File: src/rtl/issue_pkg.sv
// rtl/issue_pkg.sv - shared types and helpers for the dual-issue decode stage
package issue_pkg;
    localparam int REG_W = 5;
    localparam int NREG  = 32;

    // Decoded control fields; the opaque payload travels alongside in the buffer.
    typedef struct packed {
        logic [REG_W-1:0] rs;
        logic [REG_W-1:0] rt;
        logic [REG_W-1:0] rd;
        logic             we;
        logic             mem;
    } ibuf_entry_t;

    function automatic logic sb_hit(input logic [NREG-1:0] sb, input logic [REG_W-1:0] r);
        return (r != '0) && sb[r];
    endfunction
endpackage

File: src/rtl/dual_issue_stage_if.sv
// rtl/dual_issue_stage_if.sv - fetch, register-file, execute and writeback signals of the issue stage
interface dual_issue_stage_if #(parameter int PAYLOAD_W = 32);
    logic [1:0]           in_valid;
    logic                 in_ready;
    logic [PAYLOAD_W-1:0] in_payload0, in_payload1;
    logic [4:0]           in_rs0, in_rs1, in_rt0, in_rt1, in_rd0, in_rd1;
    logic                 in_we0, in_we1, in_mem0, in_mem1;
    logic [4:0]           readaddr1_1, readaddr2_1, readaddr1_2, readaddr2_2;
    logic [31:0]          readdata1_1, readdata2_1, readdata1_2, readdata2_2;
    logic                 ex_ready;
    logic                 iss_valid_1, iss_valid_2;
    logic [PAYLOAD_W-1:0] iss_payload_1, iss_payload_2;
    logic [4:0]           iss_rd_1, iss_rd_2;
    logic                 iss_we_1, iss_we_2, iss_mem_1, iss_mem_2;
    logic [31:0]          iss_opa_1, iss_opb_1, iss_opa_2, iss_opb_2;
    logic                 wb_we_1, wb_we_2;
    logic [4:0]           wb_addr_1, wb_addr_2;
    logic                 flush;

    modport slave (
        input  in_valid, in_payload0, in_payload1, in_rs0, in_rs1, in_rt0, in_rt1,
               in_rd0, in_rd1, in_we0, in_we1, in_mem0, in_mem1,
               readdata1_1, readdata2_1, readdata1_2, readdata2_2,
               ex_ready, wb_we_1, wb_we_2, wb_addr_1, wb_addr_2, flush,
        output in_ready, readaddr1_1, readaddr2_1, readaddr1_2, readaddr2_2,
               iss_valid_1, iss_valid_2, iss_payload_1, iss_payload_2, iss_rd_1, iss_rd_2,
               iss_we_1, iss_we_2, iss_mem_1, iss_mem_2,
               iss_opa_1, iss_opb_1, iss_opa_2, iss_opb_2
    );

    modport master (
        output in_valid, in_payload0, in_payload1, in_rs0, in_rs1, in_rt0, in_rt1,
               in_rd0, in_rd1, in_we0, in_we1, in_mem0, in_mem1,
               readdata1_1, readdata2_1, readdata1_2, readdata2_2,
               ex_ready, wb_we_1, wb_we_2, wb_addr_1, wb_addr_2, flush,
        input  in_ready, readaddr1_1, readaddr2_1, readaddr1_2, readaddr2_2,
               iss_valid_1, iss_valid_2, iss_payload_1, iss_payload_2, iss_rd_1, iss_rd_2,
               iss_we_1, iss_we_2, iss_mem_1, iss_mem_2,
               iss_opa_1, iss_opb_1, iss_opa_2, iss_opb_2
    );
endinterface

File: src/rtl/issue_fifo.sv
// rtl/issue_fifo.sv - circular instruction buffer with up to two pushes and two pops per cycle
module issue_fifo
    import issue_pkg::*;
#(
    parameter int DEPTH     = 8,
    parameter int PAYLOAD_W = 32
) (
    input  logic                   clk,
    input  logic                   rst,
    input  logic                   flush,
    input  logic [1:0]             push_n,
    input  logic [1:0]             pop_n,
    input  ibuf_entry_t            push_e0,
    input  ibuf_entry_t            push_e1,
    input  logic [PAYLOAD_W-1:0]   push_p0,
    input  logic [PAYLOAD_W-1:0]   push_p1,
    output ibuf_entry_t            head_e0,
    output ibuf_entry_t            head_e1,
    output logic [PAYLOAD_W-1:0]   head_p0,
    output logic [PAYLOAD_W-1:0]   head_p1,
    output logic [$clog2(DEPTH):0] count
);
    localparam int AW = $clog2(DEPTH);
    localparam int CW = AW + 1;

    ibuf_entry_t          ent [DEPTH];
    logic [PAYLOAD_W-1:0] pay [DEPTH];
    logic [AW-1:0]        rptr, wptr;

    always_ff @(posedge clk) begin
        if (rst || flush) begin
            rptr  <= '0;
            wptr  <= '0;
            count <= '0;
        end else begin
            rptr  <= rptr + AW'(pop_n);
            wptr  <= wptr + AW'(push_n);
            count <= count + CW'(push_n) - CW'(pop_n);
        end
    end

    // Storage needs no reset: entries are only observed through the count.
    always_ff @(posedge clk) begin
        if (!rst && !flush) begin
            if (push_n != 2'd0) begin
                ent[wptr] <= push_e0;
                pay[wptr] <= push_p0;
            end
            if (push_n == 2'd2) begin
                ent[wptr + AW'(1)] <= push_e1;
                pay[wptr + AW'(1)] <= push_p1;
            end
        end
    end

    assign head_e0 = ent[rptr];
    assign head_e1 = ent[rptr + AW'(1)];
    assign head_p0 = pay[rptr];
    assign head_p1 = pay[rptr + AW'(1)];
endmodule

File: src/rtl/dual_issue_stage.sv
// rtl/dual_issue_stage.sv - in-order dual-issue stage with scoreboard and pair hazard checks
module dual_issue_stage
    import issue_pkg::*;
#(
    parameter int DEPTH     = 8,
    parameter int PAYLOAD_W = 32
) (
    input  logic              clk,
    input  logic              rst,
    dual_issue_stage_if.slave bus
);
    localparam int CW = $clog2(DEPTH) + 1;

    ibuf_entry_t          in_e0, in_e1, a, b;
    logic [PAYLOAD_W-1:0] a_pay, b_pay;
    logic [CW-1:0]        count;
    logic [NREG-1:0]      scoreboard, sb_set, sb_clr;
    logic                 push, has_a, has_b, upd;
    logic                 a_ok, b_ok, a_wr, raw, waw, b_blk;
    logic [1:0]           push_n, pop_n;

    assign in_e0 = '{rs: bus.in_rs0, rt: bus.in_rt0, rd: bus.in_rd0, we: bus.in_we0, mem: bus.in_mem0};
    assign in_e1 = '{rs: bus.in_rs1, rt: bus.in_rt1, rd: bus.in_rd1, we: bus.in_we1, mem: bus.in_mem1};

    assign bus.in_ready = !rst && (count <= CW'(DEPTH - 2));
    assign push         = bus.in_valid[0] && bus.in_ready && !bus.flush;
    assign push_n       = push ? (bus.in_valid[1] ? 2'd2 : 2'd1) : 2'd0;

    issue_fifo #(.DEPTH(DEPTH), .PAYLOAD_W(PAYLOAD_W)) u_fifo (
        .clk     (clk),
        .rst     (rst),
        .flush   (bus.flush),
        .push_n  (push_n),
        .pop_n   (pop_n),
        .push_e0 (in_e0),
        .push_e1 (in_e1),
        .push_p0 (bus.in_payload0),
        .push_p1 (bus.in_payload1),
        .head_e0 (a),
        .head_e1 (b),
        .head_p0 (a_pay),
        .head_p1 (b_pay),
        .count   (count)
    );

    assign has_a = (count != '0);
    assign has_b = (count >= CW'(2));

    assign bus.readaddr1_1 = has_a ? a.rs : '0;
    assign bus.readaddr2_1 = has_a ? a.rt : '0;
    assign bus.readaddr1_2 = has_b ? b.rs : '0;
    assign bus.readaddr2_2 = has_b ? b.rt : '0;

    // B is checked against A as if A had already written, since both leave together.
    assign a_ok  = has_a && !(sb_hit(scoreboard, a.rs) || sb_hit(scoreboard, a.rt) ||
                              (a.we && sb_hit(scoreboard, a.rd)));
    assign b_blk = sb_hit(scoreboard, b.rs) || sb_hit(scoreboard, b.rt) ||
                   (b.we && sb_hit(scoreboard, b.rd));
    assign a_wr  = a.we && (a.rd != '0);
    assign raw   = a_wr && ((b.rs == a.rd) || (b.rt == a.rd));
    assign waw   = a_wr && b.we && (b.rd == a.rd);
    assign b_ok  = a_ok && has_b && !b_blk && !raw && !waw && !(a.mem && b.mem);

    assign upd   = bus.ex_ready || !bus.iss_valid_1;
    assign pop_n = (upd && !bus.flush) ? ({1'b0, a_ok} + {1'b0, b_ok}) : 2'd0;

    always_comb begin
        sb_set = '0;
        sb_clr = '0;
        if (upd && !bus.flush) begin
            if (a_ok && a.we) sb_set[a.rd] = 1'b1;
            if (b_ok && b.we) sb_set[b.rd] = 1'b1;
        end
        if (bus.wb_we_1) sb_clr[bus.wb_addr_1] = 1'b1;
        if (bus.wb_we_2) sb_clr[bus.wb_addr_2] = 1'b1;
    end

    // Flush leaves the scoreboard alone so in-flight writers still clear their bits.
    always_ff @(posedge clk) begin
        if (rst) scoreboard <= '0;
        else     scoreboard <= ((scoreboard & ~sb_clr) | sb_set) & ~NREG'(1);
    end

    always_ff @(posedge clk) begin
        if (rst) begin
            bus.iss_valid_1   <= 1'b0;
            bus.iss_valid_2   <= 1'b0;
            bus.iss_payload_1 <= '0;
            bus.iss_payload_2 <= '0;
            bus.iss_rd_1      <= '0;
            bus.iss_rd_2      <= '0;
            bus.iss_we_1      <= 1'b0;
            bus.iss_we_2      <= 1'b0;
            bus.iss_mem_1     <= 1'b0;
            bus.iss_mem_2     <= 1'b0;
            bus.iss_opa_1     <= '0;
            bus.iss_opb_1     <= '0;
            bus.iss_opa_2     <= '0;
            bus.iss_opb_2     <= '0;
        end else if (bus.flush) begin
            bus.iss_valid_1 <= 1'b0;
            bus.iss_valid_2 <= 1'b0;
        end else if (upd) begin
            bus.iss_valid_1   <= a_ok;
            bus.iss_valid_2   <= b_ok;
            bus.iss_payload_1 <= a_pay;
            bus.iss_payload_2 <= b_pay;
            bus.iss_rd_1      <= a.rd;
            bus.iss_rd_2      <= b.rd;
            bus.iss_we_1      <= a.we;
            bus.iss_we_2      <= b.we;
            bus.iss_mem_1     <= a.mem;
            bus.iss_mem_2     <= b.mem;
            bus.iss_opa_1     <= bus.readdata1_1;
            bus.iss_opb_1     <= bus.readdata2_1;
            bus.iss_opa_2     <= bus.readdata1_2;
            bus.iss_opb_2     <= bus.readdata2_2;
        end
    end
endmodule
File: src/flat_wrapper.sv
// flat-port wrapper written by rule: the top's interface ports become plain ports
module dual_issue_stage_flat import issue_pkg::*;
#(
    parameter int DEPTH     = 8,
    parameter int PAYLOAD_W = 32
)
  (clk, rst, bus_in_valid, bus_in_payload0, bus_in_payload1, bus_in_rs0, bus_in_rs1, bus_in_rt0, bus_in_rt1, bus_in_rd0, bus_in_rd1, bus_in_we0, bus_in_we1, bus_in_mem0, bus_in_mem1, bus_readdata1_1, bus_readdata2_1, bus_readdata1_2, bus_readdata2_2, bus_ex_ready, bus_wb_we_1, bus_wb_we_2, bus_wb_addr_1, bus_wb_addr_2, bus_flush, bus_in_ready, bus_readaddr1_1, bus_readaddr2_1, bus_readaddr1_2, bus_readaddr2_2, bus_iss_valid_1, bus_iss_valid_2, bus_iss_payload_1, bus_iss_payload_2, bus_iss_rd_1, bus_iss_rd_2, bus_iss_we_1, bus_iss_we_2, bus_iss_mem_1, bus_iss_mem_2, bus_iss_opa_1, bus_iss_opb_1, bus_iss_opa_2, bus_iss_opb_2);
  dual_issue_stage_if #(.PAYLOAD_W(PAYLOAD_W)) bus_i ();
  input  logic clk;
  input  logic rst;
  input wire logic [$bits(bus_i.in_valid)-1:0] bus_in_valid;
  input wire logic [$bits(bus_i.in_payload0)-1:0] bus_in_payload0;
  input wire logic [$bits(bus_i.in_payload1)-1:0] bus_in_payload1;
  input wire logic [$bits(bus_i.in_rs0)-1:0] bus_in_rs0;
  input wire logic [$bits(bus_i.in_rs1)-1:0] bus_in_rs1;
  input wire logic [$bits(bus_i.in_rt0)-1:0] bus_in_rt0;
  input wire logic [$bits(bus_i.in_rt1)-1:0] bus_in_rt1;
  input wire logic [$bits(bus_i.in_rd0)-1:0] bus_in_rd0;
  input wire logic [$bits(bus_i.in_rd1)-1:0] bus_in_rd1;
  input wire logic [$bits(bus_i.in_we0)-1:0] bus_in_we0;
  input wire logic [$bits(bus_i.in_we1)-1:0] bus_in_we1;
  input wire logic [$bits(bus_i.in_mem0)-1:0] bus_in_mem0;
  input wire logic [$bits(bus_i.in_mem1)-1:0] bus_in_mem1;
  input wire logic [$bits(bus_i.readdata1_1)-1:0] bus_readdata1_1;
  input wire logic [$bits(bus_i.readdata2_1)-1:0] bus_readdata2_1;
  input wire logic [$bits(bus_i.readdata1_2)-1:0] bus_readdata1_2;
  input wire logic [$bits(bus_i.readdata2_2)-1:0] bus_readdata2_2;
  input wire logic [$bits(bus_i.ex_ready)-1:0] bus_ex_ready;
  input wire logic [$bits(bus_i.wb_we_1)-1:0] bus_wb_we_1;
  input wire logic [$bits(bus_i.wb_we_2)-1:0] bus_wb_we_2;
  input wire logic [$bits(bus_i.wb_addr_1)-1:0] bus_wb_addr_1;
  input wire logic [$bits(bus_i.wb_addr_2)-1:0] bus_wb_addr_2;
  input wire logic [$bits(bus_i.flush)-1:0] bus_flush;
  output wire logic [$bits(bus_i.in_ready)-1:0] bus_in_ready;
  output wire logic [$bits(bus_i.readaddr1_1)-1:0] bus_readaddr1_1;
  output wire logic [$bits(bus_i.readaddr2_1)-1:0] bus_readaddr2_1;
  output wire logic [$bits(bus_i.readaddr1_2)-1:0] bus_readaddr1_2;
  output wire logic [$bits(bus_i.readaddr2_2)-1:0] bus_readaddr2_2;
  output wire logic [$bits(bus_i.iss_valid_1)-1:0] bus_iss_valid_1;
  output wire logic [$bits(bus_i.iss_valid_2)-1:0] bus_iss_valid_2;
  output wire logic [$bits(bus_i.iss_payload_1)-1:0] bus_iss_payload_1;
  output wire logic [$bits(bus_i.iss_payload_2)-1:0] bus_iss_payload_2;
  output wire logic [$bits(bus_i.iss_rd_1)-1:0] bus_iss_rd_1;
  output wire logic [$bits(bus_i.iss_rd_2)-1:0] bus_iss_rd_2;
  output wire logic [$bits(bus_i.iss_we_1)-1:0] bus_iss_we_1;
  output wire logic [$bits(bus_i.iss_we_2)-1:0] bus_iss_we_2;
  output wire logic [$bits(bus_i.iss_mem_1)-1:0] bus_iss_mem_1;
  output wire logic [$bits(bus_i.iss_mem_2)-1:0] bus_iss_mem_2;
  output wire logic [$bits(bus_i.iss_opa_1)-1:0] bus_iss_opa_1;
  output wire logic [$bits(bus_i.iss_opb_1)-1:0] bus_iss_opb_1;
  output wire logic [$bits(bus_i.iss_opa_2)-1:0] bus_iss_opa_2;
  output wire logic [$bits(bus_i.iss_opb_2)-1:0] bus_iss_opb_2;
  assign bus_i.in_valid = bus_in_valid;
  assign bus_i.in_payload0 = bus_in_payload0;
  assign bus_i.in_payload1 = bus_in_payload1;
  assign bus_i.in_rs0 = bus_in_rs0;
  assign bus_i.in_rs1 = bus_in_rs1;
  assign bus_i.in_rt0 = bus_in_rt0;
  assign bus_i.in_rt1 = bus_in_rt1;
  assign bus_i.in_rd0 = bus_in_rd0;
  assign bus_i.in_rd1 = bus_in_rd1;
  assign bus_i.in_we0 = bus_in_we0;
  assign bus_i.in_we1 = bus_in_we1;
  assign bus_i.in_mem0 = bus_in_mem0;
  assign bus_i.in_mem1 = bus_in_mem1;
  assign bus_i.readdata1_1 = bus_readdata1_1;
  assign bus_i.readdata2_1 = bus_readdata2_1;
  assign bus_i.readdata1_2 = bus_readdata1_2;
  assign bus_i.readdata2_2 = bus_readdata2_2;
  assign bus_i.ex_ready = bus_ex_ready;
  assign bus_i.wb_we_1 = bus_wb_we_1;
  assign bus_i.wb_we_2 = bus_wb_we_2;
  assign bus_i.wb_addr_1 = bus_wb_addr_1;
  assign bus_i.wb_addr_2 = bus_wb_addr_2;
  assign bus_i.flush = bus_flush;
  assign bus_in_ready = bus_i.in_ready;
  assign bus_readaddr1_1 = bus_i.readaddr1_1;
  assign bus_readaddr2_1 = bus_i.readaddr2_1;
  assign bus_readaddr1_2 = bus_i.readaddr1_2;
  assign bus_readaddr2_2 = bus_i.readaddr2_2;
  assign bus_iss_valid_1 = bus_i.iss_valid_1;
  assign bus_iss_valid_2 = bus_i.iss_valid_2;
  assign bus_iss_payload_1 = bus_i.iss_payload_1;
  assign bus_iss_payload_2 = bus_i.iss_payload_2;
  assign bus_iss_rd_1 = bus_i.iss_rd_1;
  assign bus_iss_rd_2 = bus_i.iss_rd_2;
  assign bus_iss_we_1 = bus_i.iss_we_1;
  assign bus_iss_we_2 = bus_i.iss_we_2;
  assign bus_iss_mem_1 = bus_i.iss_mem_1;
  assign bus_iss_mem_2 = bus_i.iss_mem_2;
  assign bus_iss_opa_1 = bus_i.iss_opa_1;
  assign bus_iss_opb_1 = bus_i.iss_opb_1;
  assign bus_iss_opa_2 = bus_i.iss_opa_2;
  assign bus_iss_opb_2 = bus_i.iss_opb_2;
  dual_issue_stage #(.DEPTH(DEPTH), .PAYLOAD_W(PAYLOAD_W)) u_core (.clk(clk), .rst(rst), .bus(bus_i));
endmodule
File: config.mk
export PLATFORM = sky130hd
export DESIGN_NAME = dual_issue_stage_flat
export DESIGN_NICKNAME = d
export VERILOG_FILES = /design/src/rtl/issue_pkg.sv /design/src/rtl/dual_issue_stage_if.sv /design/src/rtl/issue_fifo.sv /design/src/rtl/dual_issue_stage.sv /design/src/flat_wrapper.sv
export SDC_FILE = /design/constraint.sdc
export NUM_CORES = 1
export LEC_CHECK = 0
export BUFFER_PORTS_ARGS = -buffer_cell sky130_fd_sc_hd__buf_2
export CORE_UTILIZATION = 55
export CTS_CLUSTER_DIAMETER = 40
export DETAILED_ROUTE_END_ITERATION = 10
export GPL_TIMING_DRIVEN = 0
export PLACE_DENSITY = 0.77
export SETUP_SLACK_MARGIN = 0.02
export SYNTH_ARGS = -nofsm -noshare
export SYNTH_HDL_FRONTEND = slang
export SYNTH_SLANG_ARGS = --single-unit
File: constraint.sdc
create_clock -name clk -period 15.4 [get_ports clk]
set_input_delay 0.77 -clock clk [delete_from_list [all_inputs] [get_ports clk]]
set_output_delay 0.77 -clock clk [all_outputs]
set_load 0.05 [all_outputs]
==> run metrics <==
H-Tree Depth 3; Post-synth top flop edfxtp_1; unrepaired setup endpoints after global routing false; Synth area leader edfxtp_1; Syn Inst Count roughly 2900; Switch Pwr 0.00139 W; Yosys reg bits ~640; Synth Net Count ~3100; endpoints failing setup 0; Inserted Clock Buffers 94; Area contributors post-synth edfxtp_1 (33%), dfxtp_1 (14%), mux2_2 (13%); WL per Instance 29.7 µm; area of the multi-input gates 17300 µm²; drt initial violations roughly 3800; relative slew slack 7.11%; share of layout cells above drive strength 1 38.2%; largest net degree at the start of global routing 22; Max VDD drop 133 µV; status completed; nets@finish 3737; post-DP HPWL 89800 µm; Post-CTS Setup Inserts 0; Congestion Overflow GR 0; Sw Ratio 28.4%; GRT Util Overall 39.8%; WP data arrival 6.90 ns; Final Hold Viols 0; Routed Antenna Nets 0; share of power burned in registers between 30% and 40%; WP data required ~16 ns; CP Max Fanout 10; number of synthesized flops with an enable pin about 390; clock root buffer clkbuf_16; area growth from synthesis to layout 21.3%; synth unique cells a little under 90; Yosys top cell area share between 30% and 40%; Internal about 0.0035 W; Min Clock Period, post-route 6.38 ns; Static Leak 15.5 nW; adder-cell share of the synthesized area 0.619%; CP Launch Type register; cts hold-fix bufs 0; placed instance area around 39000 µm²; mapped cell area 35200 µm²; Die W 255 µm; Max clock buf depth 3; Vias ~30000; warning count from the yosys run 0; R2R depth 21; clock sinks 641; CTS tree built; first-pass iteration count of the detailed router 8; ys async rst share 0%; Top-Level Pins between 400 and 500; main combinational cell family by area after synthesis multiplexers; # resized after CTS 0; hold wc startpoint bus_readdata1_2[10]; Worst-path clk slew ~0.060 ns; simple-gate portion of the synthesized area around a tenth; Row Count between 90 and 100; core area between 60000 and 70000 µm²; number of global-route vias before repair 28500; reg2reg start u_core.u_fifo.rptr[1]$_SDFF_PP0_; GPL Wtd Cong 1.02; max_cap viols 0; initial antenna violation count 41; Residual DRC 0; global-route wire length before repair 187000 µm; clk_lat worst skew 0.67 ns; register area about 17000 µm²; drt total wl approximately 130000 µm; Post-Synth XOR/XNOR Area 0.548%; Die ar. 65000 µm²; complex-gate fraction of the synthesized area 8.18%; DIE HEIGHT 255 µm; clock skew 0.0599 ns; Post-Layout Inst Area 42700 µm²; sequential cell area fraction in the yosys report 47.6%; Crit. End Element register; hold crit path type in -> reg; logic gate share of total power ~14%; fmax between 150 and 200 MHz; Starting Density 55.7%; Slew Limit Fails 0; final period utilization 41.4%; # port buffers 471; Power Density 115 nW/µm²; actual slew at the worst max-slew pin 1.39 ns; worst hold stages 3; fillers 4537; critical path class reg -> reg; crit path from u_core.u_fifo.rptr[1]$_SDFF_PP0_; setup TNS 0 ns; syn_area_per_cell 12.2 µm²; post-synthesis mux area share 30.1%; clock power share 46.7%; Via density 6.66
[sequential cells by signal (all words and copies together), names as in the netlist, 3 cells and up]
signal and count:
u_core.bus.iss_opa_1 32, u_core.bus.iss_opa_2 32, u_core.bus.iss_opb_1 32, u_core.bus.iss_opb_2 32, u_core.bus.iss_payload_1 32, u_core.bus.iss_payload_2 32, u_core.bus.iss_rd_1 5, u_core.bus.iss_rd_2 5
u_core.scoreboard 31, u_core.u_fifo.count 4, u_core.u_fifo.ent 136, u_core.u_fifo.pay 256, u_core.u_fifo.rptr 3, u_core.u_fifo.wptr 3
[cell type report]
cell class	instances	area share, %
antenna	29	0.170
buffer	224	2.46
clock buffer	107	5.84
clock inverter	67	2.08
inverter	38	0.334
multi-input combinational	1985	40.6
sequential	641	39.2
tap	846	2.48
timing repair buffer	494	6.76
[worst max-delay path, stage by stage (launching register included)]
cell and delay (ns):
dfxtp_1 0.42, buf_4 0.33, buf_6 0.24, buf_1 0.54, clkbuf_1 0.70, a32oi_1 0.25, a211oi_1 0.74, o2bb2ai_1 0.15
a221oi_1 0.33, nor4_2 0.12, nand3_2 0.20, inv_2 0.09, clkbuf_1 0.31, ha_1 0.29, and2_1 0.17, fa_1 0.48
inv_1 0.06, ha_1 0.27, a21o_1 0.16, a21oi_1 0.19, xnor2_1 0.14, nor2_1 0.05
[path summary, 6_finish.rpt]
check	end	slack [ns]
setup / recovery	u_core.u_fifo.count[3]$_SDFF_PP0_	9.02
hold / removal	u_core.bus.iss_opa_2[10]$_SDFFE_PP0P_	0.35
setup reg to reg	u_core.u_fifo.count[3]$_SDFF_PP0_	9.02
hold reg to reg	u_core.bus.iss_opa_1[13]$_SDFFE_PP0P_	0.45
[cell usage in the layout (no fill, tap or decap), types with 32 or more instances in the layout]
cell and instances:
buf_2 506, mux2_2 408, edfxtp_1 392, nand2_1 391, dfxtp_1 249, mux2i_1 185, nor2_1 180, mux4_2 177
a21oi_1 159, clkbuf_1 127, clkbuf_16 97, a211oi_1 51, buf_1 42, inv_1 34, a311oi_1 33, nor2b_1 32
[cell families after synthesis]
logic type | after synthesis
xor+xnor | 22
flops | 641
compound gates | 404
fa+ha+maj | 15
mux | 780
buf+inv | 262
simple gates | 764
[Yosys cell counts, types with 5 or more instances]
cell	count
a311oi_1	33
nand2b_1	14
o21ai_0	13
o221ai_1	8
a32o_1	5
a21oi_1	159
a32oi_1	7
a22oi_1	10
mux2_2	408
nand3b_1	11
nand4_1	16
buf_1	42
mux4_2	177
o22ai_1	16
a221oi_1	7
o31ai_1	12
or3b_2	5
o31a_1	10
buf_6	13
mux2_1	5
a22o_1	6
nand2_1	391
mux2i_1	185
edfxtp_1	392
xor2_1	7
clkbuf_1	120
o211ai_1	5
a211oi_1	51
or3_1	10
buf_4	12
inv_1	34
nor2_1	180
dfxtp_1	249
nand3_1	28
and3_1	5
o31ai_2	9
nor2b_1	32
nor3b_1	14
and2_1	13
xnor2_1	15
ha_1	11
buf_2	35
nor3_1	22
[stage by stage]
step	hold WS, ns	std cells	util (%)	power [W]	worst slack, ns
global route	0.350	4423	67.5	0.00500	8.95
finish	0.345	4431	67.6	0.00490	9.02
CTS	0.326	4402	67.5	0.00487	9.33
floorplan	0.569	2888	-	0.00239	9.72
detailed placement	0.443	4228	62.1	0.00262	9.44
global placement	0.439	4205	61.1	0.00261	4.75
[per-layer routing]
metal	global-route usage (%)	share of wire [%]	routed length, µm	vias up
met2	60.2	45	58500	2341
met1	46.8	34	44400	14300
met5	0	0.11	146	-
met3	14.5	14	18400	589
li1	-	-	-	12300
met4	28.6	7.6	10000	24
[power groups by stage]
stage               clock network (W)  logic [W]  registers (W)
floorplan                           0   0.000335        0.00206
global placement                    0   0.000670        0.00194
detailed placement                  0   0.000684        0.00193
CTS                           0.00228   0.000690        0.00190
global route                  0.00236   0.000740        0.00191
finish                        0.00229   0.000706        0.00190
No activity file was read; power rests on OpenSTA's default activity.
